### src/rtl/arbiter.sv
// arbiter: non-preemptive priority arbiter for the DMA channels.
// Highest priority level wins, ties are broken round-robin, and the grant is held until the owner drops its request.
`default_nettype none

module arbiter #(
  parameter int DMA_CH = 8
) (
  input  logic       clk_i,
  input  logic       rstn_i,
  input  logic       req_i            [DMA_CH],
  input  logic [3:0] priority_level_i [DMA_CH],
  output logic       grant_o          [DMA_CH]
);

  localparam int IDX_W = $clog2(DMA_CH);

  logic [DMA_CH-1:0] req_v;
  logic [DMA_CH-1:0] grant_q, grant_d;
  logic              owner_valid_q, owner_valid_d;
  logic [IDX_W-1:0]  owner_q, owner_d;
  logic [IDX_W-1:0]  ptr_q, ptr_d;

  logic              any_req;
  logic              found;
  logic [3:0]        max_pri;
  logic [IDX_W-1:0]  winner;
  logic [IDX_W-1:0]  cidx;
  int                cand;

  for (genvar g = 0; g < DMA_CH; g++) begin : g_ports
    assign req_v[g]   = req_i[g];
    assign grant_o[g] = grant_q[g];
  end

  // Find the highest requested priority, then the first requester at that
  // level when searching from the channel after the last one granted.
  always_comb begin
    any_req = 1'b0;
    max_pri = '0;
    for (int i = 0; i < DMA_CH; i++) begin
      if (req_v[i]) begin
        any_req = 1'b1;
        if (priority_level_i[i] > max_pri) max_pri = priority_level_i[i];
      end
    end

    winner = ptr_q;
    found  = 1'b0;
    cand   = 0;
    cidx   = '0;
    for (int k = 1; k <= DMA_CH; k++) begin
      cand = int'(ptr_q) + k;
      if (cand >= DMA_CH) cand = cand - DMA_CH;
      cidx = IDX_W'(cand);
      if (!found && req_v[cidx] && (priority_level_i[cidx] == max_pri)) begin
        winner = cidx;
        found  = 1'b1;
      end
    end
  end

  always_comb begin
    grant_d       = grant_q;
    owner_valid_d = owner_valid_q;
    owner_d       = owner_q;
    ptr_d         = ptr_q;

    if (owner_valid_q && req_v[owner_q]) begin
      grant_d = grant_q;
    end else if (any_req) begin
      grant_d         = '0;
      grant_d[winner] = 1'b1;
      owner_valid_d   = 1'b1;
      owner_d         = winner;
      ptr_d           = winner;
    end else begin
      grant_d       = '0;
      owner_valid_d = 1'b0;
    end
  end

  always_ff @(posedge clk_i) begin
    if (!rstn_i) begin
      grant_q       <= '0;
      owner_valid_q <= 1'b0;
      owner_q       <= '0;
      ptr_q         <= IDX_W'(DMA_CH - 1);
    end else begin
      grant_q       <= grant_d;
      owner_valid_q <= owner_valid_d;
      owner_q       <= owner_d;
      ptr_q         <= ptr_d;
    end
  end

endmodule

`default_nettype wire

### config.mk
export PLATFORM = sky130hd
export DESIGN_NAME = arbiter
export DESIGN_NICKNAME = d
export VERILOG_FILES = /design/src/rtl/arbiter.sv
export SDC_FILE = /design/constraint.sdc
export NUM_CORES = 1
export LEC_CHECK = 0
export CAP_MARGIN = 20
export CORE_AREA = 3 3 110 191
export DETAILED_ROUTE_END_ITERATION = 8
export DIE_AREA = 0 0 113 194
export GPL_TIMING_DRIVEN = 0
export SLEW_MARGIN = 10
export SYNTH_ARGS = -nofsm -noshare
export SYNTH_HDL_FRONTEND = slang
export SYNTH_SLANG_ARGS = --single-unit
export TNS_END_PERCENT = 1
### constraint.sdc
create_clock -name clk_i -period 13.4 [get_ports clk_i]
set_clock_uncertainty 0.2 [all_clocks]
set_input_delay 2.01 -clock clk_i [delete_from_list [all_inputs] [get_ports clk_i]]
set_output_delay 2.01 -clock clk_i [all_outputs]
set_load 0.01 [all_outputs]
==> run_summary.xml <==
<?xml version="1.0" encoding="UTF-8"?>
<metrics>
  <group name="worst_setup_path">
    <metric name="timing.critical_path.fanout_max" unit="">6</metric>
    <metric name="crit_arrival" unit="ps">13830</metric>
    <metric name="worst-r2r-setup-slack" unit="ps">5890</metric>
    <metric name="critical-path-max-stage-delay" unit="ps">370</metric>
    <metric name="crit_buf_inv" unit="">15</metric>
    <metric name="critPathKind" unit="">in2reg</metric>
    <metric name="cpLargestDelayFamily" unit="">compound AO/OA/AOI/OAI gates</metric>
    <metric name="worstSetupEndpointType" unit="">flop</metric>
    <metric name="critical-path-top-cell-by-count" unit="">sky130_fd_sc_hd__buf_4</metric>
    <metric name="crit_required" unit="ps">13340</metric>
    <metric name="cpMaxStageDelayCell" unit="">sky130_fd_sc_hd__ha_4</metric>
    <metric name="start_kind" unit="">input pin</metric>
  </group>
  <group name="logic_synthesis">
    <metric name="yosysWarnings" unit="">0</metric>
    <metric name="share_of_flip_flops_with_an_asynchronous_set_or_reset" unit="%">0</metric>
    <metric name="synth-main-ff-cell" unit="">sky130_fd_sc_hd__dfxtp_1</metric>
    <metric name="ys_types" unit="">86</metric>
    <metric name="synth_area" unit="um2">4860</metric>
    <metric name="avg_inst_size_synth" unit="um2">8.54</metric>
    <metric name="synthesis.instances" unit="">569</metric>
    <metric name="yosysTopAreaCell" unit="">sky130_fd_sc_hd__mux4_2</metric>
    <metric name="netlist.area_leader.share" unit="%">19.5</metric>
    <metric name="synth_seq_area_share" unit="%">6.18</metric>
    <metric name="ys_ff_latch" unit="">15</metric>
    <metric name="synth_fp_nets" unit="">632</metric>
    <metric name="synth_enable_flop_cells" unit="">0</metric>
    <metric name="netlist_top_cells_area" unit="">sky130_fd_sc_hd__mux4_2 (19%), sky130_fd_sc_hd__mux2i_1 (9.1%), sky130_fd_sc_hd__xnor2_1 (6.3%)</metric>
  </group>
  <group name="finish">
    <metric name="ff_latch_area" unit="um2">300</metric>
    <metric name="layout_commonest_cell" unit="">sky130_fd_sc_hd__buf_4</metric>
    <metric name="layout-drive-gt1-share" unit="%">35.4</metric>
    <metric name="antennaDiodeCount" unit="">0</metric>
    <metric name="area_growth_syn_to_layout" unit="%">41.1</metric>
    <metric name="layout.cells.non_filler" unit="">940</metric>
    <metric name="layout_common_cells" unit="">sky130_fd_sc_hd__buf_4 (71), sky130_fd_sc_hd__mux4_2 (42), sky130_fd_sc_hd__mux2i_1 (40)</metric>
    <metric name="final_util" unit="%">34.7</metric>
    <metric name="final.fill_count" unit="">2035</metric>
    <metric name="number_of_nets_in_the_final_layout" unit="">759</metric>
    <metric name="multi_input_area" unit="um2">4800</metric>
  </group>
  <group name="sta">
    <metric name="hold_ws" unit="ps">253</metric>
    <metric name="setup_violations" unit="">13</metric>
    <metric name="maxSlewViolCount" unit="">0</metric>
    <metric name="hold_violations" unit="">0</metric>
    <metric name="fmaxAchievable" unit="MHz">72.0</metric>
    <metric name="slew-limit-headroom" unit="%">44.1</metric>
    <metric name="post-route-min-period" unit="ps">13890</metric>
    <metric name="tightestPinTransition" unit="ps">839</metric>
    <metric name="setup_slack" unit="ps">-491</metric>
    <metric name="grt_setup_unrepaired" unit="">true</metric>
    <metric name="timing.final.crit_share" unit="%">104</metric>
  </group>
  <group name="clock_tree">
    <metric name="clock_sink_count" unit="">15</metric>
    <metric name="tritoncts.num_buffers" unit="">3</metric>
    <metric name="clkSlewWorstSetupHoldPaths" unit="ps">50</metric>
    <metric name="clockBufferDepth" unit="">2</metric>
    <metric name="clk_root_buffer_cell" unit="">sky130_fd_sc_hd__clkbuf_16</metric>
    <metric name="holdBufCountCts" unit="">0</metric>
    <metric name="worst_skew_pair.late_latency" unit="ps">250</metric>
    <metric name="cts_tree" unit="">done</metric>
    <metric name="h-tree-depth" unit="">1</metric>
  </group>
  <group name="die">
    <metric name="area_of_the_die" unit="um2">21900</metric>
    <metric name="rows" unit="">68</metric>
    <metric name="core_region_area" unit="um2">19700</metric>
    <metric name="ioPinCount" unit="">50</metric>
    <metric name="die_y" unit="um">194</metric>
    <metric name="fp.dieW" unit="um">113</metric>
    <metric name="initial_utilization" unit="%">24.6</metric>
  </group>
  <group name="outcome">
    <metric name="status" unit="">complete, but fails checks</metric>
    <metric name="failing_checks" unit="">negative setup slack</metric>
  </group>
  <group name="grt">
    <metric name="grt_overflow_total" unit="">0</metric>
    <metric name="grt_first_pass_wirelength" unit="um">28300</metric>
    <metric name="vias_in_the_first_global_route" unit="">5369</metric>
    <metric name="grt_antenna_before_repair" unit="">0</metric>
    <metric name="maximum_number_of_pins_on_one_net_before_global_route_repair" unit="">11</metric>
    <metric name="global_router_s_overall_resource_usage" unit="%">16.0</metric>
  </group>
  <group name="flow_run">
    <metric name="timing.max_cap.violations" unit="">0</metric>
  </group>
  <group name="route">
    <metric name="drt_iter0_markers" unit="">340</metric>
    <metric name="drc_violations_left" unit="">0</metric>
    <metric name="detailroute.wirelength.met3" unit="um">652</metric>
    <metric name="via_count" unit="">5445</metric>
    <metric name="drt-total-wl" unit="um">19000</metric>
    <metric name="top_layer" unit="">met4</metric>
    <metric name="routed_met2_length" unit="um">10300</metric>
    <metric name="ant_nets" unit="">0</metric>
    <metric name="drt-wirelength-per-cell" unit="um">20.2</metric>
    <metric name="detailed_route_wire_length_on_metal_1" unit="um">6230</metric>
    <metric name="drt-vias-per-instance" unit="">5.79</metric>
    <metric name="drt-pass1-iter-count" unit="">5</metric>
  </group>
  <group name="place">
    <metric name="routability_congestion" unit="">0.947</metric>
    <metric name="post-place-cells" unit="">859</metric>
    <metric name="place.detailed.hpwl" unit="um">14400</metric>
    <metric name="portBuffers" unit="">45</metric>
  </group>
  <group name="pwr">
    <metric name="fin_total_pwr" unit="mW">1.35</metric>
    <metric name="powerDensity" unit="nW/um2">197</metric>
    <metric name="power.leakage" unit="nW">2.64</metric>
    <metric name="peakVddDrop" unit="mV">0.0635</metric>
  </group>
  <group name="worst_hold_path">
    <metric name="worstHoldPathType" unit="">reg2reg</metric>
  </group>
</metrics>
worst reg2reg max path, cell delays in order, from the launching register on:
cell and delay [ps]:
sky130_fd_sc_hd__dfxtp_1 340, sky130_fd_sc_hd__clkbuf_1 430, sky130_fd_sc_hd__clkbuf_1 550, sky130_fd_sc_hd__buf_1 700
sky130_fd_sc_hd__inv_1 250, sky130_fd_sc_hd__ha_1 350, sky130_fd_sc_hd__clkbuf_1 550, sky130_fd_sc_hd__clkbuf_1 560
sky130_fd_sc_hd__clkbuf_1 520, sky130_fd_sc_hd__mux4_2 410, sky130_fd_sc_hd__mux2i_1 380, sky130_fd_sc_hd__nor2_1 80
sky130_fd_sc_hd__a221o_1 400, sky130_fd_sc_hd__nor3_4 220, sky130_fd_sc_hd__buf_12 140, sky130_fd_sc_hd__buf_4 110
sky130_fd_sc_hd__mux2i_1 110, sky130_fd_sc_hd__o311a_1 330, sky130_fd_sc_hd__o41ai_2 360, sky130_fd_sc_hd__nand2_1 170
sky130_fd_sc_hd__a32o_1 250
path summary, 6_finish.rpt:
check	startpoint	depth (start not counted)	end
setup reg to reg	ptr_q[1]$_SDFFE_PN1P_	20	grant_q[7]$_SDFFE_PN0N_
hold reg to reg	grant_q[5]$_SDFFE_PN0N_	2	grant_q[5]$_SDFFE_PN0N_
setup / recovery	priority_level_i[27]	67	grant_q[7]$_SDFFE_PN0N_
hold / removal	grant_q[5]$_SDFFE_PN0N_	2	grant_q[5]$_SDFFE_PN0N_
Yosys cell counts, types with 7 or more instances:
master                      n
sky130_fd_sc_hd__mux2i_1   44
sky130_fd_sc_hd__xnor2_1   35
sky130_fd_sc_hd__a21oi_1   27
sky130_fd_sc_hd__and2_1     7
sky130_fd_sc_hd__nand3_1   12
sky130_fd_sc_hd__nor3_1     7
sky130_fd_sc_hd__o21ai_0   27
sky130_fd_sc_hd__nand4_1    7
sky130_fd_sc_hd__inv_1     32
sky130_fd_sc_hd__o211ai_1   8
sky130_fd_sc_hd__nor2_1    35
sky130_fd_sc_hd__clkbuf_1  25
sky130_fd_sc_hd__ha_1      21
sky130_fd_sc_hd__mux2_2     8
sky130_fd_sc_hd__buf_1      7
sky130_fd_sc_hd__dfxtp_1   15
sky130_fd_sc_hd__or3_1      8
sky130_fd_sc_hd__o31ai_1    7
sky130_fd_sc_hd__mux4_2    42
sky130_fd_sc_hd__nor2b_1    7
sky130_fd_sc_hd__xor2_1    19
sky130_fd_sc_hd__nand2_1   40
state kept, by name, indices dropped and copies added, names as in the netlist:
| signal | cells |
|---|---|
| grant_q | 8 |
| ptr_q | 3 |
| owner_q | 3 |
| owner_valid_q | 1 |
layer usage:
layer / track usage [%] / up-vias
met5: 0 / -
met4: 12.1 / 0
met3: 1.03 / 99
met2: 30.8 / 228
met1: 15.3 / 2649
li1: - / 2469
layout make-up:
cell class                      instances  area share [%]
Multi-Input combinational cell        483            70.1
Timing Repair Buffer                  123            15.3
Tap cell                              245            4.47
Sequential cell                        15            4.38
Buffer                                 36            2.70
Inverter                               34            1.86
Clock buffer                            3            1.10
Clock inverter                          1          0.0730
metrics by stage:
stage / setup WS, ps / cell area, um2 / TNS, ps
global placement: -2510 / 5700 / -33400
global route: -1000 / 6850 / -12630
floorplan: 19.9 / 4940 / 0
CTS: -471 / 6560 / -5180
detailed placement: -2490 / 5700 / -33560
finish: -491 / 6850 / -5720
what timing repair did:
| item | in CTS | in global routing |
|---|---|---|
| pin swaps | 46 | 61 |
| resized for setup | 84 | 52 |
| setup endpoints to repair | 14 | 14 |
| buffers inserted | 62 | 17 |
| gates cloned | 1 | 0 |
kinds of logic after synthesis:
logic type                 synth area share [%]
xor gates and xnor gates                   9.74
and+or+nand+nor                            15.4
muxes                                      30.7
adders and majority gates                  5.64
DFF                                        6.18
AOI/OAI and AO/OA                          26.5
buffers and inverters                      5.80
where the power goes:
part           internal, mW  switching, mW  total [mW]
clock                0.0399         0.0186      0.0585
sequential           0.0589        0.00873      0.0676
combinational         0.570          0.651        1.22
Power figures use the tool's default switching activity.
